**src/rtl/cpu_run_controller_if.sv**
```systemverilog
// cpu_run_controller_if
//   Groups the connections between the run controller and its surroundings.
//   master : the host/bench side. It drives the run request, the processor PC
//            and the watched/expected words, and observes the results.
//   slave  : the controller side.
//   Signals:
//     start        one-cycle run request
//     PC           processor program counter
//     watch        NUM_CHK watched words, channel i at [i*DATA_W +: DATA_W]
//     expected     NUM_CHK expected words, same packing as watch
//     CPU_RST      active-high reset to the processor
//     busy/done    run in progress / results valid
//     pass, halted, timeout, fail_mask, cycle_count   run results
//     fsm_state    current controller state (debug visibility)
interface cpu_run_controller_if #(
  parameter int DATA_W  = 32,
  parameter int NUM_CHK = 2,
  parameter int CNT_W   = 16
);
  logic                      start;
  logic [DATA_W-1:0]         PC;
  logic [NUM_CHK*DATA_W-1:0] watch;
  logic [NUM_CHK*DATA_W-1:0] expected;
  logic                      CPU_RST;
  logic                      busy;
  logic                      done;
  logic                      pass;
  logic                      halted;
  logic                      timeout;
  logic [NUM_CHK-1:0]        fail_mask;
  logic [CNT_W-1:0]          cycle_count;
  logic [2:0]                fsm_state;

  modport master (
    output start, PC, watch, expected,
    input  CPU_RST, busy, done, pass, halted, timeout, fail_mask, cycle_count, fsm_state
  );

  modport slave (
    input  start, PC, watch, expected,
    output CPU_RST, busy, done, pass, halted, timeout, fail_mask, cycle_count, fsm_state
  );
endinterface

```
**src/rtl/cpu_run_controller.sv**
```systemverilog
// cpu_run_controller
//   Run and check sequencer for the single-cycle processor. Holds the CPU in
//   reset for RESET_CYCLES cycles after a start request, releases it, counts
//   execution cycles until the PC stays put for HALT_REPEAT consecutive edges
//   (halt) or MAX_CYCLES elapse (timeout), snapshots the watched words on the
//   terminating edge, then compares them against the expected words.
//   Ports:
//     CLK   rising-edge clock
//     RST   synchronous active-low reset
//     bus   cpu_run_controller_if.slave (start, PC, watch, expected in;
//           CPU_RST, busy, done, pass, halted, timeout, fail_mask,
//           cycle_count, fsm_state out). All outputs are registered.
//   Handshake: start is a single-cycle request with no ready. It is accepted
//   only in IDLE or DONE and silently ignored in HOLD, RUN and CHECK.
module cpu_run_controller #(
  parameter int DATA_W       = 32,
  parameter int NUM_CHK      = 2,
  parameter int CNT_W        = 16,
  parameter int RESET_CYCLES = 1,
  parameter int MAX_CYCLES   = 17,
  parameter int HALT_REPEAT  = 2
) (
  input logic                  CLK,
  input logic                  RST,
  cpu_run_controller_if.slave  bus
);

  localparam int HOLD_W = (RESET_CYCLES > 1) ? $clog2(RESET_CYCLES) : 1;
  localparam int SAME_W = $clog2(HALT_REPEAT + 1);
  localparam logic [HOLD_W-1:0] HOLD_LOAD  = HOLD_W'(RESET_CYCLES - 1);
  localparam logic [SAME_W-1:0] SAME_LIMIT = SAME_W'(HALT_REPEAT);
  localparam logic [CNT_W-1:0]  CNT_LIMIT  = CNT_W'(MAX_CYCLES);

  typedef enum logic [2:0] {
    S_IDLE  = 3'd0,
    S_HOLD  = 3'd1,
    S_RUN   = 3'd2,
    S_CHECK = 3'd3,
    S_DONE  = 3'd4
  } state_t;

  state_t                    state_q, state_d;
  logic                      cpu_rst_q, cpu_rst_d;
  logic                      busy_q, busy_d;
  logic                      done_q, done_d;
  logic                      pass_q, pass_d;
  logic                      halted_q, halted_d;
  logic                      timeout_q, timeout_d;
  logic [NUM_CHK-1:0]        fail_q, fail_d;
  logic [CNT_W-1:0]          cnt_q, cnt_d;
  logic [HOLD_W-1:0]         hold_q, hold_d;
  logic [DATA_W-1:0]         prev_pc_q, prev_pc_d;
  logic [SAME_W-1:0]         same_q, same_d;
  logic [NUM_CHK*DATA_W-1:0] snap_q, snap_d;

  logic [NUM_CHK-1:0]        mismatch;
  logic [CNT_W-1:0]          cnt_inc;
  logic [SAME_W-1:0]         same_inc;
  logic                      halt_hit;
  logic                      budget_hit;

  // Per-channel comparison of the frozen snapshot against the live expected
  // words; only consumed in CHECK.
  always_comb begin
    mismatch = '0;
    for (int i = 0; i < NUM_CHK; i++) begin
      mismatch[i] = (snap_q[i*DATA_W +: DATA_W] != bus.expected[i*DATA_W +: DATA_W]);
    end
  end

  // Values that the current RUN edge would produce. The same-PC counter never
  // needs to exceed HALT_REPEAT because reaching it ends the run.
  always_comb begin
    cnt_inc    = cnt_q + CNT_W'(1);
    same_inc   = (bus.PC == prev_pc_q) ? same_q + SAME_W'(1) : '0;
    halt_hit   = (same_inc == SAME_LIMIT);
    budget_hit = (cnt_inc == CNT_LIMIT);
  end

  always_ff @(posedge CLK) begin
    if (!RST) begin
      state_q   <= S_IDLE;
      cpu_rst_q <= 1'b1;
      busy_q    <= 1'b0;
      done_q    <= 1'b0;
      pass_q    <= 1'b0;
      halted_q  <= 1'b0;
      timeout_q <= 1'b0;
      fail_q    <= '0;
      cnt_q     <= '0;
      hold_q    <= '0;
      prev_pc_q <= '0;
      same_q    <= '0;
      snap_q    <= '0;
    end else begin
      state_q   <= state_d;
      cpu_rst_q <= cpu_rst_d;
      busy_q    <= busy_d;
      done_q    <= done_d;
      pass_q    <= pass_d;
      halted_q  <= halted_d;
      timeout_q <= timeout_d;
      fail_q    <= fail_d;
      cnt_q     <= cnt_d;
      hold_q    <= hold_d;
      prev_pc_q <= prev_pc_d;
      same_q    <= same_d;
      snap_q    <= snap_d;
    end
  end

  always_comb begin
    state_d   = state_q;
    cpu_rst_d = cpu_rst_q;
    busy_d    = busy_q;
    done_d    = done_q;
    pass_d    = pass_q;
    halted_d  = halted_q;
    timeout_d = timeout_q;
    fail_d    = fail_q;
    cnt_d     = cnt_q;
    hold_d    = hold_q;
    prev_pc_d = prev_pc_q;
    same_d    = same_q;
    snap_d    = snap_q;

    case (state_q)
      S_IDLE: begin
        cpu_rst_d = 1'b1;
        if (bus.start) begin
          state_d = S_HOLD;
          hold_d  = HOLD_LOAD;
          busy_d  = 1'b1;
        end
      end
      S_HOLD: begin
        if (hold_q == '0) begin
          // Release the CPU; the PC seen on this edge is the reference for
          // the first RUN comparison.
          state_d   = S_RUN;
          cpu_rst_d = 1'b0;
          cnt_d     = '0;
          same_d    = '0;
          prev_pc_d = bus.PC;
        end else begin
          hold_d = hold_q - HOLD_W'(1);
        end
      end
      S_RUN: begin
        cnt_d     = cnt_inc;
        same_d    = same_inc;
        prev_pc_d = bus.PC;
        // Halt takes priority when it coincides with the budget running out.
        if (halt_hit) begin
          halted_d = 1'b1;
          snap_d   = bus.watch;
          state_d  = S_CHECK;
        end else if (budget_hit) begin
          timeout_d = 1'b1;
          snap_d    = bus.watch;
          state_d   = S_CHECK;
        end
      end
      S_CHECK: begin
        fail_d  = mismatch;
        pass_d  = (mismatch == '0) && !timeout_q;
        busy_d  = 1'b0;
        done_d  = 1'b1;
        state_d = S_DONE;
      end
      S_DONE: begin
        if (bus.start) begin
          state_d   = S_HOLD;
          hold_d    = HOLD_LOAD;
          cpu_rst_d = 1'b1;
          busy_d    = 1'b1;
          done_d    = 1'b0;
          pass_d    = 1'b0;
          halted_d  = 1'b0;
          timeout_d = 1'b0;
          fail_d    = '0;
          cnt_d     = '0;
        end
      end
      default: begin
        state_d = S_IDLE;
      end
    endcase
  end

  assign bus.CPU_RST     = cpu_rst_q;
  assign bus.busy        = busy_q;
  assign bus.done        = done_q;
  assign bus.pass        = pass_q;
  assign bus.halted      = halted_q;
  assign bus.timeout     = timeout_q;
  assign bus.fail_mask   = fail_q;
  assign bus.cycle_count = cnt_q;
  assign bus.fsm_state   = state_q;

endmodule

```
**src/flat_wrapper.sv**
```systemverilog
// flat-port wrapper written by rule: the top's interface ports become plain ports
module cpu_run_controller_flat 
#(
  parameter int DATA_W       = 32,
  parameter int NUM_CHK      = 2,
  parameter int CNT_W        = 16,
  parameter int RESET_CYCLES = 1,
  parameter int MAX_CYCLES   = 17,
  parameter int HALT_REPEAT  = 2
)
  (CLK, RST, bus_start, bus_PC, bus_watch, bus_expected, bus_CPU_RST, bus_busy, bus_done, bus_pass, bus_halted, bus_timeout, bus_fail_mask, bus_cycle_count, bus_fsm_state);
  cpu_run_controller_if #(.DATA_W(DATA_W), .NUM_CHK(NUM_CHK), .CNT_W(CNT_W)) bus_i ();
  input logic CLK;
  input logic RST;
  input wire logic [$bits(bus_i.start)-1:0] bus_start;
  input wire logic [$bits(bus_i.PC)-1:0] bus_PC;
  input wire logic [$bits(bus_i.watch)-1:0] bus_watch;
  input wire logic [$bits(bus_i.expected)-1:0] bus_expected;
  output wire logic [$bits(bus_i.CPU_RST)-1:0] bus_CPU_RST;
  output wire logic [$bits(bus_i.busy)-1:0] bus_busy;
  output wire logic [$bits(bus_i.done)-1:0] bus_done;
  output wire logic [$bits(bus_i.pass)-1:0] bus_pass;
  output wire logic [$bits(bus_i.halted)-1:0] bus_halted;
  output wire logic [$bits(bus_i.timeout)-1:0] bus_timeout;
  output wire logic [$bits(bus_i.fail_mask)-1:0] bus_fail_mask;
  output wire logic [$bits(bus_i.cycle_count)-1:0] bus_cycle_count;
  output wire logic [$bits(bus_i.fsm_state)-1:0] bus_fsm_state;
  assign bus_i.start = bus_start;
  assign bus_i.PC = bus_PC;
  assign bus_i.watch = bus_watch;
  assign bus_i.expected = bus_expected;
  assign bus_CPU_RST = bus_i.CPU_RST;
  assign bus_busy = bus_i.busy;
  assign bus_done = bus_i.done;
  assign bus_pass = bus_i.pass;
  assign bus_halted = bus_i.halted;
  assign bus_timeout = bus_i.timeout;
  assign bus_fail_mask = bus_i.fail_mask;
  assign bus_cycle_count = bus_i.cycle_count;
  assign bus_fsm_state = bus_i.fsm_state;
  cpu_run_controller #(.DATA_W(DATA_W), .NUM_CHK(NUM_CHK), .CNT_W(CNT_W), .RESET_CYCLES(RESET_CYCLES), .MAX_CYCLES(MAX_CYCLES), .HALT_REPEAT(HALT_REPEAT)) u_core (.CLK(CLK), .RST(RST), .bus(bus_i));
endmodule
```
**config.mk**
```make
export PLATFORM = sky130hd
export DESIGN_NAME = cpu_run_controller_flat
export DESIGN_NICKNAME = d
export VERILOG_FILES = /design/src/rtl/cpu_run_controller_if.sv /design/src/rtl/cpu_run_controller.sv /design/src/flat_wrapper.sv
export SDC_FILE = /design/constraint.sdc
export NUM_CORES = 1
export LEC_CHECK = 0
export BUFFER_PORTS_ARGS = -buffer_cell sky130_fd_sc_hd__clkbuf_2
export CAP_MARGIN = 20
export CELL_PAD_IN_SITES_DETAIL_PLACEMENT = 0
export CELL_PAD_IN_SITES_GLOBAL_PLACEMENT = 1
export CORE_ASPECT_RATIO = 1.5
export CORE_UTILIZATION = 41
export DETAILED_ROUTE_END_ITERATION = 12
export PLACE_DENSITY_LB_ADDON = 0.1
export SYNTH_ARGS = -nofsm -noshare
export SYNTH_HDL_FRONTEND = slang
export SYNTH_SLANG_ARGS = --single-unit
```
**constraint.sdc**
```tcl
create_clock -name CLK -period 4.4 [get_ports CLK]
set_clock_uncertainty 0.2 [all_clocks]
set_input_delay 0.88 -clock CLK [delete_from_list [all_inputs] [get_ports CLK]]
set_output_delay 0.88 -clock CLK [all_outputs]
set_load 0.005 [all_outputs]
```
==> flow_summary.toml, run 1 <==
[status]
status = "finished, final reports clean"

[clocking]
path_clk_slew_ns = 0.05
clk_path_buf_depth = 2
cts_root_buffer = "clkbuf_16"
cts_made_buffers = 17
postCtsSetupBuffers = 0
cts_num_sinks = 125
cts_tree = "yes"
postCtsHoldBufs = 0
clk_latency_ns = 0.41
post_cts_resized = 0
h-tree-depth = 4

[layout]
final_common_cell = "nand2_1"
syn2layout_area_growth_pct = 25.5
stdcell_count = 1140
final_cell_mix = "nand2_1, clkbuf_2, dfxtp_1"
diodes = 0
fin_nets = 1093
layout-drive-gt1-share = 0.252
finalInstanceArea_um2 = 8070
final_util = 0.531

[yosys]
async_flop_share = 0
ys_seq_area_frac = 0.389
synth_edf_count = 0
synth-seq-cells = 125
synth_fp_nets = 926
synthesis.area_um2 = 6430
synth-main-ff-cell = "dfxtp_1"
yosysWarnings = 0
syn_inst = 761
synth.avg_cell_area_um2 = 8.46
ys_types = 47

[power]
leakagePower_nw = 3.69
comb_power_share = 0.109
clock_power_share = 0.493
power.internal_mw = 2.27
seqPwrFrac = 0.398
p_per_area_nw_per_um2 = 371
p_switching_mw = 0.727
vdd_ir_drop_max_uv = 307
sw_frac_of_total = 0.243

[worst_setup_path]
start_kind = "flop"
cp_data_arrival_time_ns = 3.35
crit_path_max_fanout = 38
path_class = "flop to flop"
end_kind = "flop"
required_ns = 4.53

[routing]
drc = 0
drtAntennaViolNets = 0
vias_per_cell = 4.89
via_count = 5569
drt-total-wl_um = 15900
routedWlPerCell_um = 14.0
drt_iter0_drc = 217
drtPass1Iterations = 4

[timing]
fin_crit_ns = 3.22
slew_headroom = 0.400
worst_slew_pin_slew_ns = 0.899
setup_viol_count_final = 0
hold_viol = 0
fin_crit_sh = 0.733
finalSetupTns_ns = 0
rsz0062_at_grt = "no"
hold_slack_ns = 0.269
slew_violations = 0
fmax_mhz = 310

[place]
place_congestion = 0.757
placed_area_um2 = 7450
placement.io_buffers = 189
numPlacedInstances = 1108
post-dp-hpwl_um = 11800

[global_route]
gr-usage-met1 = 0.218
gr-usage-met2 = 0.367
grt.met3_usage = 0.0566
grt_pass1_vias = 5463
globalRouteOverflowTotal = 0
grt_pass1_wl_um = 26000
antenna_found_initial = 0
track_usage = 0.200
grt_max_degree = 100
busiest_layer = "met2"

[floorplanning]
initial_core_util = 0.423
dieWidth_um = 104
die_h_um = 155
io_pins = 190
core-area_um2 = 15200
die_area_um2 = 16200
rows = 55

[worst_hold_path]
hold_class = "flop to flop"

[flow_run]
cap_violations = 0
==> cells by family after synthesis <==
logic type / after synthesis / share of synthesized area
DFF: 125 / 0.389
adders and majority gates: 2 / 0.00389
buffers and inverters: 55 / 0.0430
xor gates and xnor gates: 102 / 0.139
and+or+nand+nor: 321 / 0.228
AOI/OAI and AO/OA: 91 / 0.0961
muxes: 65 / 0.101
==> final cells by class <==
cell class / count / area [µm²]
Multi-Input combinational cell: 581 / 3670
Tap cell: 199 / 249
Clock inverter: 14 / 193
Sequential cell: 125 / 2500
Timing Repair Buffer: 197 / 1010
Inverter: 6 / 22.5
Clock buffer: 18 / 429
Fill cell: 1445 / 7130
==> Yosys cell counts (11+ instances only) <==
cell / count / share of area
nand2_1: 213 / 0.12
dfxtp_1: 125 / 0.39
xnor2_1: 75 / 0.10
mux2i_1: 65 / 0.10
a21boi_0: 35 / 0.041
clkbuf_1: 35 / 0.020
xor2_1: 27 / 0.037
nand4_1: 26 / 0.025
o21ai_0: 20 / 0.016
a21oi_1: 15 / 0.012
nor2b_1: 13 / 0.013
nor4_1: 12 / 0.012
nand3_1: 11 / 0.0086
nor2_1: 11 / 0.0064
==> worst paths after layout <==
kind                             startpoint  depth (start not counted)  slack, ns                end
setup / recovery  u_core.bus.cycle_count[1]                          8       1.18  u_core.snap_q[20]
hold / removal            u_core.snap_q[60]                          2       0.27  u_core.snap_q[60]
setup reg to reg  u_core.bus.cycle_count[1]                          8       1.18  u_core.snap_q[20]
hold reg to reg           u_core.snap_q[60]                          2       0.27  u_core.snap_q[60]
==> routing by layer <==
layer / wire length, µm / vias up / part of all wire
met5: 0 / - / 0
met4: 185 / 0 / 0.012
met3: 880 / 13 / 0.055
met2: 8440 / 139 / 0.53
met1: 6410 / 2531 / 0.40
li1: - / 2886 / -
==> per-stage QoR <==
stage	power [mW]	setup WS, ns
4_1_cts	3.04	1.15
6_report	2.99	1.18
3_3_place_gp	1.54	1.17
2_1_floorplan	1.41	1.85
5_1_grt	3.13	0.946
3_5_place_dp	1.55	1.12
==> power by group through the flow <==
stage	Clock (mW)	Sequential [mW]	Combinational (mW)
floorplan	0	1.21	0.196
global placement	0	1.22	0.326
detailed placement	0	1.22	0.330
CTS	1.51	1.19	0.332
global route	1.57	1.20	0.368
finish	1.48	1.19	0.326
==> worst max-delay path: stages, from the launching register on <==
cell	delay [ns]
dfxtp_1	0.47
ha_1	0.40
nand4_1	0.26
nor4_4	0.33
mux2i_1	0.33
a2111oi_4	0.11
a21oi_4	0.19
buf_4	0.55
mux2i_1	0.27
==> state kept, by name, summed over array words and instances (netlist names) <==
| register | flops |
|---|---|
| u_core.bus.halted | 1 |
| u_core.same_q | 2 |
| u_core.prev_pc_q | 32 |
| u_core.bus.fsm_state | 3 |
| u_core.bus.cycle_count | 16 |
| u_core.bus.fail_mask | 2 |
| u_core.bus.done | 1 |
| u_core.bus.timeout | 1 |
| u_core.bus.busy | 1 |
| u_core.snap_q | 64 |
| u_core.bus.CPU_RST | 1 |
| u_core.bus.pass | 1 |
Power figures use the tool's default switching activity.
==> run 2: changes to the inputs <==
- CORE_UTILIZATION: 41 -> 38
- clock period: 4.4 -> 3 ns (I/O delays scaled with it)
==> flow_summary.toml, run 2 (synthesis results as in run 1) <==
[clocking]
clk_path_buf_depth = 2
cts_num_sinks = 125
cts_made_buffers = 17
cts_root_buffer = "clkbuf_16"
clk_latency_ns = 0.42
cts_tree = "yes"
path_clk_slew_ns = 0.06
h-tree-depth = 4
postCtsHoldBufs = 0

[power]
power.total_mw = 4.43
vdd_ir_drop_max_uv = 384
p_per_area_nw_per_um2 = 533
leakagePower_nw = 3.84

[routing]
drtAntennaViolNets = 0
routedWlPerCell_um = 14.4
drt-total-wl_um = 16800
drt_iter0_drc = 235
drc = 0
via_count = 5703
vias_per_cell = 4.87
drtPass1Iterations = 6

[global_route]
grt_max_degree = 70
grt_pass1_wl_um = 27200
grt_pass1_vias = 5844
antenna_found_initial = 0
globalRouteOverflowTotal = 0
track_usage = 0.201

[floorplanning]
rows = 57
initial_core_util = 0.392
io_pins = 190
core-area_um2 = 16400
die_area_um2 = 17500
die_h_um = 161
dieWidth_um = 108

[layout]
stdcell_count = 1170
final_cell_mix = "nand2_1, clkbuf_2, dfxtp_1"
finalInstanceArea_um2 = 8310
fill_cells = 1625
layout-drive-gt1-share = 0.270
final_common_cell = "nand2_1"
diodes = 0
fin_nets = 1116
regMostFlops = "u_core.snap_q"
syn2layout_area_growth_pct = 29.2
largest_reg_flops = 64

[timing]
slew_headroom = 0.556
fin_crit_sh = 0.908
fin_ws_ns = 0.276
hold_viol = 0
fmax_mhz = 367
rsz0062_at_grt = "no"
slew_violations = 0
worst_slew_pin_slew_ns = 0.664
fin_crit_ns = 2.72
setup_viol_count_final = 0

[worst_setup_path]
cp_data_arrival_time_ns = 2.82
start_kind = "flop"
crit_path_max_fanout = 11
path_class = "flop to flop"
end_kind = "flop"
required_ns = 3.10

[place]
numPlacedInstances = 1136
placed_area_um2 = 7660
place_congestion = 0.841
placement.io_buffers = 189
post-dp-hpwl_um = 12700
dpl_worst_slack_ns = -0.00526

[flow_run]
cap_violations = 0

[worst_hold_path]
hold_class = "input pin to flop"

[status]
status = "finished, final reports clean"
## run 2: area by class of cell
type,instances,area [µm²],area share
Multi-Input combinational cell,581,3670,0.441
Inverter,6,22.5,0.00271
Clock inverter,13,188,0.0226
Sequential cell,125,2500,0.301
Clock buffer,19,443,0.0533
Tap cell,206,258,0.0310
Timing Repair Buffer,220,1230,0.148
## run 2: power by group
part / internal [mW] / total, mW / switching [mW]
clock: 1.42 / 2.20 / 0.784
sequential: 1.71 / 1.75 / 0.0378
combinational: 0.226 / 0.485 / 0.259
## run 2: per-stage QoR
stage                     utilization  TNS (ns)  hold slack (ns)
after floorplan                     -         0            0.250
after global placement          0.467         0            0.257
after detailed placement        0.467  -0.00526            0.266
after CTS                       0.507         0            0.183
after global routing            0.507         0            0.198
final                           0.507         0            0.197
## run 2: what timing repair did
action / in CTS / in global routing
hold endpoints to repair: 0 / 0
buffers inserted: 2 / 0
pin swaps: 1 / 1
setup endpoints to repair: 5 / 1
cloned: 0 / 0
gates resized for setup: 0 / 0
## run 2: critical path, stage by stage (launching register included)
cell and delay, ns:
dfxtp_1 0.45, ha_1 0.24, nand4_1 0.20, nor3_1 0.28
xor2_1 0.12, nor4_1 0.46, a21oi_4 0.17, buf_12 0.17
buf_4 0.19, mux2i_1 0.14
## run 2: routing by layer
metal / GRT usage / up-vias / part of all wire
li1: - / 2930 / -
met1: 0.204 / 2596 / 0.39
met2: 0.369 / 155 / 0.53
met4: 0.0866 / 0 / 0.020
met5: 0 / - / 0
met3: 0.0650 / 22 / 0.065
## run 2: final timing paths
kind                        startpoint                end  slack [ns]  cells past startpoint
max          u_core.bus.cycle_count[0]  u_core.snap_q[46]        0.28                      9
min                      bus_watch[63]  u_core.snap_q[63]        0.20                      3
max reg2reg  u_core.bus.cycle_count[0]  u_core.snap_q[46]        0.28                      9
min reg2reg          u_core.snap_q[63]  u_core.snap_q[63]        0.27                      2
==> run 3: changes to the inputs <==
- ABC_AREA: unset -> 1
- CORE_MARGIN: unset -> 4
- CORE_UTILIZATION: 38 -> 36
==> flow_summary.toml, run 3 <==
[yosys]
synth-main-ff-cell = "dfxtp_1"
synth_top_area_share = 0.364
synthesis.area_um2 = 6870
yosys-top-cells-count = "nand2_1, inv_1, dfxtp_1"
synth_fp_nets = 1214
synth-seq-cells = 125
yosysMostFrequentCell = "nand2_1"
syn_inst = 1049
ys_seq_area_frac = 0.364
ys_types = 26
async_flop_share = 0
synth.avg_cell_area_um2 = 6.55
synthTopCellsByArea = "dfxtp_1, nand2_1, xnor2_1"
synth_top_cell_by_area = "dfxtp_1"
yosysWarnings = 0
synth_edf_count = 0

[layout]
diodes = 0
syn2layout_area_growth_pct = 25.6
finalInstanceArea_um2 = 8630
final_common_cell = "nand2_1"
fin_nets = 1381
layout-drive-gt1-share = 0.212
final_cell_mix = "nand2_1, clkbuf_2, inv_1"
regMostFlops = "u_core.snap_q"
largest_reg_flops = 64

[status]
status = "finished, final reports clean"

[routing]
drc = 0
drtAntennaViolNets = 0
routedWlPerCell_um = 12.9
drt-total-wl_um = 19100
vias_per_cell = 4.57
drtPass1Iterations = 4
via_count = 6773
drt_iter0_drc = 337

[worst_setup_path]
r2r_start = "u_core.bus.cycle_count[1]"
required_ns = 3.10
path_class = "flop to flop"
critPathSlowestCell = "dfxtp_1"
r2r_slack_ns = 0.33
critPathTopFamily = "simple AND/OR/NAND/NOR gates"
start_kind = "flop"
critPathMaxStageDelay_ns = 0.41
worstPathCellList = "ha_1 > nand2_2 > nor2_2 > nand2_1 > nor2_1 > nand2_1 > nand2_1 > nand3_1 > nor2_1 > nand3_4 > buf_12 > a21oi_1 > nor2_1"
critPathLaunch = "u_core.bus.cycle_count[1]"
cp_data_arrival_time_ns = 2.78
crit_path_max_fanout = 47
crit_buf_inv = 1
end_kind = "flop"

[place]
placed_area_um2 = 8010
place_congestion = 0.814
post-dp-hpwl_um = 14000
placement.io_buffers = 189

[clocking]
postCtsHoldBufs = 0
path_clk_slew_ns = 0.06
cts_num_sinks = 125
postCtsSetupBuffers = 0
clk_path_buf_depth = 2
clk_latency_ns = 0.42
cts_tree = "yes"
post_cts_resized = 0
cts_root_buffer = "clkbuf_16"
cts_made_buffers = 17
h-tree-depth = 4

[global_route]
antenna_found_initial = 1
globalRouteOverflowTotal = 0
track_usage = 0.181
grt_pass1_wl_um = 31000
grt_pass1_vias = 6427
grt_max_degree = 130

[floorplanning]
io_pins = 190
dieWidth_um = 121
core-area_um2 = 18600
die_area_um2 = 21400
die_h_um = 177
rows = 61
initial_core_util = 0.369

[worst_hold_path]
hold_class = "input pin to flop"
worstHoldStart = "bus_watch[33]"

[timing]
rsz0062_at_grt = "no"
slew_headroom = 0.444
slew_violations = 0
hold_slack_ns = 0.207
hold_viol = 0
fin_crit_ns = 2.67
finalSetupTns_ns = 0
fin_crit_sh = 0.891
fmax_mhz = 374
worst_slew_pin_slew_ns = 0.832
setup_viol_count_final = 0

[power]
vdd_ir_drop_max_uv = 256
p_per_area_nw_per_um2 = 537
leakagePower_nw = 4.04

[flow_run]
cap_violations = 0
## run 3: changes by cell type in the layout (fill, tap and decap cells not counted), sizes merged, moves of 14 or more
cell	change
inv	+136
nor2	+117
a21oi	+100
nand3	+75
mux2i	-65
a21boi	-36
nand2	+31
xor2	-25
buf	-21
o21ai	+19
nor4	-14
## run 3: worst paths after layout
| kind | to | depth (start not counted) |
|---|---|---|
| min | u_core.snap_q[33] | 3 |
| min reg2reg | u_core.bus.halted | 2 |
| max reg2reg | u_core.snap_q[62] | 13 |
| max | u_core.snap_q[62] | 13 |
## run 3: logic make-up (layout without fill, tap and decap cells)
| kind of cell | Yosys count | in the layout | synth area share |
|---|---|---|---|
| AOI/OAI and AO/OA | 158 | 158 | 0.122 |
| DFF | 125 | 125 | 0.364 |
| adders and majority gates | 2 | 2 | 0.00364 |
| xor gates and xnor gates | 66 | 66 | 0.0841 |
| buffers and inverters | 197 | 377 | 0.118 |
| and+or+nand+nor | 501 | 501 | 0.308 |
## run 3: layout make-up
class / count / area, µm²
fill: 2077 / 9990
clock inverter: 10 / 136
tap: 252 / 315
multi-input combinational: 727 / 3570
inverter: 146 / 548
clock buffer: 22 / 484
timing repair buffer: 199 / 1080
sequential: 125 / 2500
## run 3: routing by layer
layer / global-route usage / up-vias / wire [µm]
li1: - / 3610 / -
met1: 0.216 / 3006 / 8250
met2: 0.308 / 137 / 9370
met3: 0.0569 / 18 / 1190
met4: 0.0558 / 2 / 233
met5: 0 / - / 13
## run 3: worst reg2reg max path, cell delays in order, from the launching register on
cell,delay [ns]
dfxtp_1,0.41
ha_1,0.26
nand2_2,0.09
nor2_2,0.17
nand2_1,0.11
nor2_1,0.10
nand2_1,0.07
nand2_1,0.07
nand3_1,0.07
nor2_1,0.21
nand3_4,0.27
buf_12,0.29
a21oi_1,0.19
nor2_1,0.06
## run 3: stage by stage
step / total power, mW / util / worst slack (ns) / std cells
final: 4.64 / 0.464 / 0.327 / 1481
after floorplan: 2.26 / - / 0.742 / 1049
after detailed placement: 2.53 / 0.430 / 0.347 / 1449
after CTS: 4.72 / 0.464 / 0.324 / 1481
after global placement: 2.52 / 0.430 / 0.390 / 1448
after global routing: 4.89 / 0.464 / 0.0762 / 1481
## run 3: power by group
| part | switching (mW) | total (mW) | internal (mW) |
|---|---|---|---|
| Sequential | 0.0754 | 1.85 | 1.77 |
| Clock | 0.761 | 2.15 | 1.39 |
| Combinational | 0.368 | 0.637 | 0.269 |
| Total | 1.20 | 4.64 | 3.43 |
